--- config.mk ---
export PLATFORM = sky130hd
export DESIGN_NAME = ps2_host_tx
export DESIGN_NICKNAME = d
export VERILOG_FILES = /design/src/rtl/ps2_pkg.sv /design/src/rtl/ps2_line_sync.sv /design/src/rtl/ps2_host_tx.sv
export SDC_FILE = /design/constraint.sdc
export NUM_CORES = 1
export LEC_CHECK = 0
export BUFFER_PORTS_ARGS = -buffer_cell sky130_fd_sc_hd__buf_2
export CAP_MARGIN = 25
export CORE_ASPECT_RATIO = 0.9
export CORE_MARGIN = 5
export CORE_UTILIZATION = 30
export DETAILED_ROUTE_END_ITERATION = 7
export PLACE_DENSITY_LB_ADDON = 0.15
export REMOVE_ABC_BUFFERS = 1
export SYNTH_ARGS = -nofsm -noshare
export SYNTH_HDL_FRONTEND = slang
export SYNTH_SLANG_ARGS = --single-unit
--- constraint.sdc ---
create_clock -name clk -period 2.1 [get_ports clk]
set_clock_uncertainty 0.05 [all_clocks]
set_input_delay 0.315 -clock clk [delete_from_list [all_inputs] [get_ports clk]]
set_output_delay 0.315 -clock clk [all_outputs]
set_load 0.02 [all_outputs]
--- src/rtl/ps2_pkg.sv ---
// Shared types and helpers for the PS/2 host transmitter (and the keyboard receiver).
package ps2_pkg;

  typedef enum logic [2:0] {
    IDLE,
    INHIBIT,
    RTS,
    SHIFT,
    WAIT_IDLE
  } ps2_tx_state_t;

  // Device falling-edge numbers that carry parity, stop and the device ACK.
  localparam int unsigned N_PARITY = 9;
  localparam int unsigned N_STOP   = 10;
  localparam int unsigned N_ACK    = 11;

  function automatic int unsigned us_to_cycles(input int unsigned freq_hz,
                                               input int unsigned us);
    return (freq_hz / 1000000) * us;
  endfunction

endpackage

--- src/rtl/ps2_line_sync.sv ---
// Two-flop synchronizer for one raw PS/2 line plus a falling-edge strobe.
module ps2_line_sync (
  input  logic clk,
  input  logic reset_n,
  input  logic pin,
  output logic level,
  output logic fall
);

  logic [1:0] sync_q;
  logic       prev_q;

  // Idle bus level is high, so everything resets to 1 to avoid a false edge.
  always_ff @(posedge clk) begin
    if (!reset_n) begin
      sync_q <= 2'b11;
      prev_q <= 1'b1;
    end else begin
      sync_q <= {sync_q[0], pin};
      prev_q <= sync_q[1];
    end
  end

  assign level = sync_q[1];
  assign fall  = prev_q & ~sync_q[1];

endmodule

--- src/rtl/ps2_host_tx.sv ---
// Host-to-device PS/2 command transmitter: inhibit, request-to-send, device-clocked
// shift of start/data/parity/stop, ACK sample, with start and transfer timeouts.
module ps2_host_tx
  import ps2_pkg::*;
#(
  parameter int unsigned FREQ_HZ          = 12000000,
  parameter int unsigned INHIBIT_US       = 100,
  parameter int unsigned START_TIMEOUT_US = 15000,
  parameter int unsigned XFER_TIMEOUT_US  = 2000
) (
  input  logic       clk,
  input  logic       reset_n_i,
  input  logic       ps2_clk_i,
  input  logic       ps2_data_i,
  output logic       ps2_clk_oe_o,
  output logic       ps2_data_oe_o,
  input  logic [7:0] tx_data_i,
  input  logic       tx_valid_i,
  output logic       tx_ready_o,
  output logic       busy_o,
  output logic       done_o,
  output logic       ack_err_o,
  output logic       timeout_o
);

  localparam int unsigned INHIBIT_CYCLES = us_to_cycles(FREQ_HZ, INHIBIT_US);
  localparam int unsigned START_CYCLES   = us_to_cycles(FREQ_HZ, START_TIMEOUT_US);
  localparam int unsigned XFER_CYCLES    = us_to_cycles(FREQ_HZ, XFER_TIMEOUT_US);
  localparam int unsigned MAX_CYCLES_A   =
      (START_CYCLES > XFER_CYCLES) ? START_CYCLES : XFER_CYCLES;
  localparam int unsigned MAX_CYCLES     =
      (MAX_CYCLES_A > INHIBIT_CYCLES) ? MAX_CYCLES_A : INHIBIT_CYCLES;
  // +1 so the counter can hold the limit value itself.
  localparam int unsigned CNT_W          = $clog2(MAX_CYCLES + 1);

  localparam logic [CNT_W-1:0] INHIBIT_LAST = CNT_W'(INHIBIT_CYCLES - 1);
  localparam logic [CNT_W-1:0] START_LIMIT  = CNT_W'(START_CYCLES);
  localparam logic [CNT_W-1:0] XFER_LIMIT   = CNT_W'(XFER_CYCLES);

  localparam logic [3:0] LAST_DATA = 4'(N_PARITY - 2);
  localparam logic [3:0] PRE_PAR   = 4'(N_PARITY - 1);
  localparam logic [3:0] PRE_STOP  = 4'(N_STOP - 1);
  localparam logic [3:0] PRE_ACK   = 4'(N_ACK - 1);

  logic clk_lvl, clk_fall;
  logic data_lvl, data_fall_unused;

  ps2_line_sync u_clk_sync (
    .clk     (clk),
    .reset_n (reset_n_i),
    .pin     (ps2_clk_i),
    .level   (clk_lvl),
    .fall    (clk_fall)
  );

  ps2_line_sync u_data_sync (
    .clk     (clk),
    .reset_n (reset_n_i),
    .pin     (ps2_data_i),
    .level   (data_lvl),
    .fall    (data_fall_unused)
  );

  ps2_tx_state_t    state_q, state_d;
  logic [CNT_W-1:0] cyc_q, cyc_d;
  logic [3:0]       n_q, n_d;
  logic [7:0]       byte_q, byte_d;
  logic             par_q, par_d;
  logic             clk_oe_q, clk_oe_d;
  logic             data_oe_q, data_oe_d;
  logic             ready_q, ready_d;
  logic             busy_q, busy_d;
  logic             done_q, done_d;
  logic             ack_err_q, ack_err_d;
  logic             timeout_q, timeout_d;
  logic             timed_out;

  always_ff @(posedge clk) begin
    if (!reset_n_i) begin
      state_q   <= IDLE;
      cyc_q     <= '0;
      n_q       <= '0;
      byte_q    <= '0;
      par_q     <= 1'b0;
      clk_oe_q  <= 1'b0;
      data_oe_q <= 1'b0;
      ready_q   <= 1'b0;
      busy_q    <= 1'b0;
      done_q    <= 1'b0;
      ack_err_q <= 1'b0;
      timeout_q <= 1'b0;
    end else begin
      state_q   <= state_d;
      cyc_q     <= cyc_d;
      n_q       <= n_d;
      byte_q    <= byte_d;
      par_q     <= par_d;
      clk_oe_q  <= clk_oe_d;
      data_oe_q <= data_oe_d;
      ready_q   <= ready_d;
      busy_q    <= busy_d;
      done_q    <= done_d;
      ack_err_q <= ack_err_d;
      timeout_q <= timeout_d;
    end
  end

  // Before the first device edge the start window applies, afterwards the transfer window.
  assign timed_out = (n_q == 4'd0) ? (cyc_q >= START_LIMIT) : (cyc_q >= XFER_LIMIT);

  always_comb begin
    state_d   = state_q;
    cyc_d     = cyc_q;
    n_d       = n_q;
    byte_d    = byte_q;
    par_d     = par_q;
    clk_oe_d  = clk_oe_q;
    data_oe_d = data_oe_q;
    ready_d   = ready_q;
    busy_d    = busy_q;
    done_d    = 1'b0;
    ack_err_d = ack_err_q;
    timeout_d = timeout_q;

    unique case (state_q)
      IDLE: begin
        clk_oe_d  = 1'b0;
        data_oe_d = 1'b0;
        busy_d    = 1'b0;
        ready_d   = 1'b1;
        if (tx_valid_i && ready_q) begin
          byte_d    = tx_data_i;
          par_d     = ~^tx_data_i;
          ack_err_d = 1'b0;
          timeout_d = 1'b0;
          clk_oe_d  = 1'b1;
          busy_d    = 1'b1;
          ready_d   = 1'b0;
          cyc_d     = '0;
          state_d   = INHIBIT;
        end
      end

      INHIBIT: begin
        cyc_d = cyc_q + 1'b1;
        if (cyc_q == INHIBIT_LAST) begin
          data_oe_d = 1'b1;
          state_d   = RTS;
        end
      end

      RTS: begin
        // Releasing the clock while holding data low is the request-to-send.
        clk_oe_d = 1'b0;
        cyc_d    = '0;
        n_d      = '0;
        state_d  = SHIFT;
      end

      SHIFT: begin
        cyc_d = cyc_q + 1'b1;
        if (clk_fall) begin
          n_d = n_q + 4'd1;
          if (n_q == 4'd0) begin
            cyc_d = '0;
          end
          if (n_q <= LAST_DATA) begin
            data_oe_d = ~byte_q[n_q[2:0]];
          end else if (n_q == PRE_PAR) begin
            data_oe_d = ~par_q;
          end else if (n_q == PRE_STOP) begin
            data_oe_d = 1'b0;
          end else if (n_q == PRE_ACK) begin
            ack_err_d = data_lvl;
            state_d   = WAIT_IDLE;
          end
        end else if (timed_out) begin
          timeout_d = 1'b1;
          clk_oe_d  = 1'b0;
          data_oe_d = 1'b0;
          busy_d    = 1'b0;
          done_d    = 1'b1;
          state_d   = IDLE;
        end
      end

      WAIT_IDLE: begin
        cyc_d = cyc_q + 1'b1;
        if (clk_lvl && data_lvl) begin
          busy_d  = 1'b0;
          done_d  = 1'b1;
          state_d = IDLE;
        end else if (cyc_q >= XFER_LIMIT) begin
          timeout_d = 1'b1;
          clk_oe_d  = 1'b0;
          data_oe_d = 1'b0;
          busy_d    = 1'b0;
          done_d    = 1'b1;
          state_d   = IDLE;
        end
      end

      default: begin
        clk_oe_d  = 1'b0;
        data_oe_d = 1'b0;
        state_d   = IDLE;
      end
    endcase
  end

  assign ps2_clk_oe_o  = clk_oe_q;
  assign ps2_data_oe_o = data_oe_q;
  assign tx_ready_o    = ready_q;
  assign busy_o        = busy_q;
  assign done_o        = done_q;
  assign ack_err_o     = ack_err_q;
  assign timeout_o     = timeout_q;

endmodule

* Yosys cells after proc, flatten, opt, wreduce, memory -nomap -nowiden *
Cells that the tools add are included.
Widths: inputs -> output; s select.

word-level totals
  flip-flop bits (word level) = 46
  latch bits = 0
  RAM bits = 0
  bits in read-only memories = 0
  input port bits = 13
  output and inout port bits = 7
  logic and storage cells = 124
  memories kept = 0

cells by class
  $add $sub $neg = 2
  multiply operators = 0
  div/mod/pow operators = 0
  order comparisons = 4
  equality and inequality tests = 26
  shift-type cells = 0
  muxes and demuxes = 52
  bitwise gates (word level) = 6
  reductions and logical operators = 19

operators by type and width
  cell                   count
  $pmux 18 s4            1
  $mux 18                3
  $mux 3                 10
  $mux 1                 28
  $ne 2x2->1 const B     11
  $add 18x1->18 const B  1
  $eq 18x11->1 const B   1
  $ge 18x15->1 const B   1
  $ge 18x18->1 const B   1
  $ne 3x3->1 const B     6
  $pmux 3 s5             1
  $eq 4x4->1 const B     3
  $reduce_and 6->1       2
  $pmux 1 s4             2
  $pmux 4 s2             1
  $reduce_and 8->1       1
  $reduce_xnor 8->1      1
  $reduce_and 7->1       1
  $eq 3x2->1 const B     2
  $pmux 1 s3             2
  $reduce_and 2->1       3
  $ne 5x5->1 const B     1
  $not 1->1              5
  $reduce_and 5->1       1
  other kinds (17)       20

* Depth between registers and ports, before layout *
  word-level depth = 7
  mapped depth = 8
  depth with buffers taken out = 8

* Hierarchy *
From an unflattened synthesis, not the netlist that was laid out.

second synthesis, totals
  cells, all modules = 288
  area, all modules = 2414.8 µm²

modules (own cells, without submodules)
  module         times used  cells an instance  area each (µm²)  seq. area each (µm²)
  ps2_host_tx    1           274                2244.7           820.8
  ps2_line_sync  2           7                  85.1             60.1

* Least setup slack after synthesis *
No wires, ideal clock.

  path type = reg2reg
  start point = register ready_q (netlist: tx_ready_o)
  end point = register cyc_q[16]
  library setup time = 0.071 ns
  arrival = 2.066 ns
  data required time = 1.979 ns
  slack = -0.087 ns
  stages on the path, launching flop included = 7
  buffers on the path = 1
  period minus slack after synthesis = 2.187 ns
  path through = dfxtp_1 a2111oi_2 or4b_4 or2_1 clkbuf_2 or3_1 a21oi_1

between the ends
  longest elaborated chain between the ends = 3

RTL lines
  what                               line                text
  start, declared                    ps2_host_tx.sv:71   logic ready_q, ready_d;
  start signal, assigned             ps2_host_tx.sv:100  ready_q <= ready_d;
  $logic_and 1x1->1                  ps2_host_tx.sv:131  if (tx_valid_i && ready_q) begin
  $ne 2x2->1 (no source line)        --
  $reduce_and 2->1 (no source line)  --
  end signal, assigned               ps2_host_tx.sv:94   cyc_q <= cyc_d;
  end, declared                      ps2_host_tx.sv:65   logic [CNT_W-1:0] cyc_q, cyc_d;

No other way between the ends.
A chain may end at the register's enable or synchronous reset.

* Worst setup path after layout *
  start point = register cyc_q[0]
  end point = register cyc_q[16]

between the ends
  longest elaborated chain between the ends = 4

RTL lines
  what             line                                                        text
  $add 18x1->18 *  ps2_host_tx.sv:145, ps2_host_tx.sv:161, ps2_host_tx.sv:188
  $mux 18          ps2_host_tx.sv:164                                          if (n_q == 4'd0) begin
  $mux 18          ps2_host_tx.sv:162                                          if (clk_fall) begin
  $pmux 18 s4 *    ps2_host_tx.sv:125                                          unique case (state_q)

Every way passes the cells marked *; elsewhere a longest branch is shown, timed or not.

==> reports/metrics.yaml <==
outcome: "complete, no violations"
antenna_found_initial: 0
vias: 2005
grt_pass1_wl_um: 9600
drt_iter0_markers: 74
r2r-start: "cyc_q[0]"
async_flop_share_pct: 0
cts_tree: "built"
final_core_utilization_pct: 37.6
cts_num_sinks: 46
period_share_pct: 94.3
setup_ws_ns: 0.119
port_buffers: 19
final_area_um2: 2840
die_area_um2: 9580
critPathCaptureType: "flop"
hp-start: "ps2_clk_i"
drive_gt1_share_pct: 22.9
grt_pass1_vias: 1916
rsz0062_at_grt: "no"
yosys_warnings: 0
place_area_um2: 2700
firstDrtPassIters: 4
drv_slew: 0
clkLatencyLatePin_ns: 0.30
setup_tns_ns: 0
diodes: 0
hold_path_class: "in -> reg"
io_pins: 20
powerDensity_nw_per_um2: 660
avgRoutedWirePerCell_um: 13.4
critPathLaunch: "cyc_q[0]"
start_util_pct: 30.7
p_leak_nw: 1.10
path_max_fanout: 5
setup_violations: 0
clk_pin_slew_worst_paths_ns: 0.08
path_class: "reg -> reg"
fmax_ghz: 0.505
drt-total-wl_um: 5630
r2r-end: "cyc_q[16]"
pre_cts_slack_ns: 0.0343
final_common_cell: "dfxtp_1"
required_ns: 2.29
gp_congestion: 0.786
hold_end: "u_clk_sync.sync_q[0]"
worst_slew_pin_slew_ns: 0.426
start_kind: "flop"
grt_max_degree: 19
nets: 343
ant_nets: 0
final_cell_mix: "44 x dfxtp_1, 43 x nand2_1, 34 x nor2_1, 29 x buf_4, 19 x buf_2"
num_rows: 30
gr-usage-met1_pct: 19.5
grt-ovfl-total: 0
cts.path.max_buffers: 2
cts.htree.levels: 2
max-cap-violations: 0
use_met2_pct: 17.4
rr_worst_depth: 6
critical_path_arrival_ns: 2.17
grt_use_met3_pct: 2.83
synth_top_flop_cell: "dfxtp_1"
slew_headroom_pct: 71.3
ir_drop_uv: 289
synth.distinct_cells: 49
dieWidth_um: 103
holdWs_ns: 0.140
grtUsageTotal_pct: 12.7
postSynthCellCount: 279
top_usage_layer: "met1"
min_period_ns: 1.98
r2r_slack_ns: 0.12
syn-cell-area_um2: 2320
vias_per_cell: 4.79
finalHoldViolations: 0
numCtsBuffers: 5
clock-root-buffer: "clkbuf_8"
hold_depth: 2
synth_edf_count: 0
avgSynthCellArea_um2: 8.31
die_y_um: 93.4
drc_errors: 0
fp.coreArea_um2: 7540
synth-seq-cells: 46
syn_to_final_growth_pct: 22.5
dp_hpwl_um: 4230
yosysSeqAreaShare_pct: 39.7
synth_stat cells, types with 2 or more instances:
cell	instances	share of area (%)
and2_1	2	0.54
buf_6	2	0.97
nor4_1	2	0.54
inv_1	8	1.3
clkbuf_1	8	1.3
and4_1	2	0.76
and3_1	3	0.81
ha_1	6	3.2
nand4_1	5	1.3
o41ai_1	2	0.76
xnor2_1	14	5.3
o211ai_1	2	0.65
xor2_1	11	4.2
a31o_2	2	0.76
o21ai_0	8	1.7
a21oi_1	19	4.1
nor2_1	34	5.5
o31a_1	2	0.76
nand2_1	43	7.0
mux4_2	2	1.9
nand3b_1	2	0.65
o31ai_1	2	0.65
nand2b_1	9	2.4
nand3_1	12	2.6
dfxtp_1	46	40
nor3_1	8	1.7
worst max-delay path by stage:
| stage | cells after the start | slack [ns] | endpoint |
|---|---|---|---|
| floorplan | 5 | -0.03 | cyc_q[16] |
| global placement | 8 | 0.08 | cyc_q[15] |
| detailed placement | 6 | 0.03 | cyc_q[16] |
| CTS | 6 | 0.02 | cyc_q[16] |
| global route | 9 | 0.02 | busy_o |
| finish | 6 | 0.12 | cyc_q[16] |
critical path, stage by stage, from the launching register on:
cell     delay (ns)
dfxtp_2        0.36
ha_4           0.13
nand4_1        0.12
or4b_4         0.54
or2_4          0.27
or3_1          0.35
a21oi_1        0.12
per-stage QoR:
stage,total power [W],cells
after floorplan,0.00119,268
after global placement,0.00134,411
after detailed placement,0.00134,411
after CTS,0.00189,417
after global routing,0.00199,419
final,0.00187,419
routing by layer:
| layer | vias up | wire length [µm] |
|---|---|---|
| li1 | 1052 | - |
| met1 | 925 | 3040 |
| met2 | 23 | 2360 |
| met3 | 5 | 190 |
| met4 | 0 | 48 |
| met5 | - | 0 |
where the power goes:
part	internal [W]	total (W)	switching, W
clock	0.000254	0.000540	0.000285
sequential	0.000923	0.000956	0.0000331
combinational	0.000161	0.000378	0.000217
total	0.00134	0.00187	0.000535
area by class of cell:
type | instances | area (µm²)
Timing Repair Buffer | 49 | 333
Inverter | 9 | 33.8
Clock buffer | 6 | 82.6
Tap cell | 96 | 120
Multi-Input combinational cell | 213 | 1350
Sequential cell | 46 | 923
Fill cell | 784 | 4710
sequential cells by signal, summed over array words and instances, names as in the netlist, 2 cells and up:
signal              count
u_data_sync.sync_q      2
cyc_q                  18
u_clk_sync.sync_q       2
byte_q                  8
n_q                     4
state_q                 3
cell families (layout without fill, tap and decap cells):
kind of cell    Yosys count  after routing  synth area share [%]
simple gates            131            131                  27.2
mux                       2              2                  1.94
xor+xnor                 25             25                  9.45
buf+inv                  20             64                  3.94
compound gates           49             49                  14.5
fa+ha+maj                 6              6                  3.24
flops                    46             46                  39.7
what timing repair did:
item	in CTS	in global routing
endpoints found under the setup margin	0	9
setup buffers	0	2
gates resized for setup	0	11
hold buffers	0	0
Power figures use the tool's default switching activity.
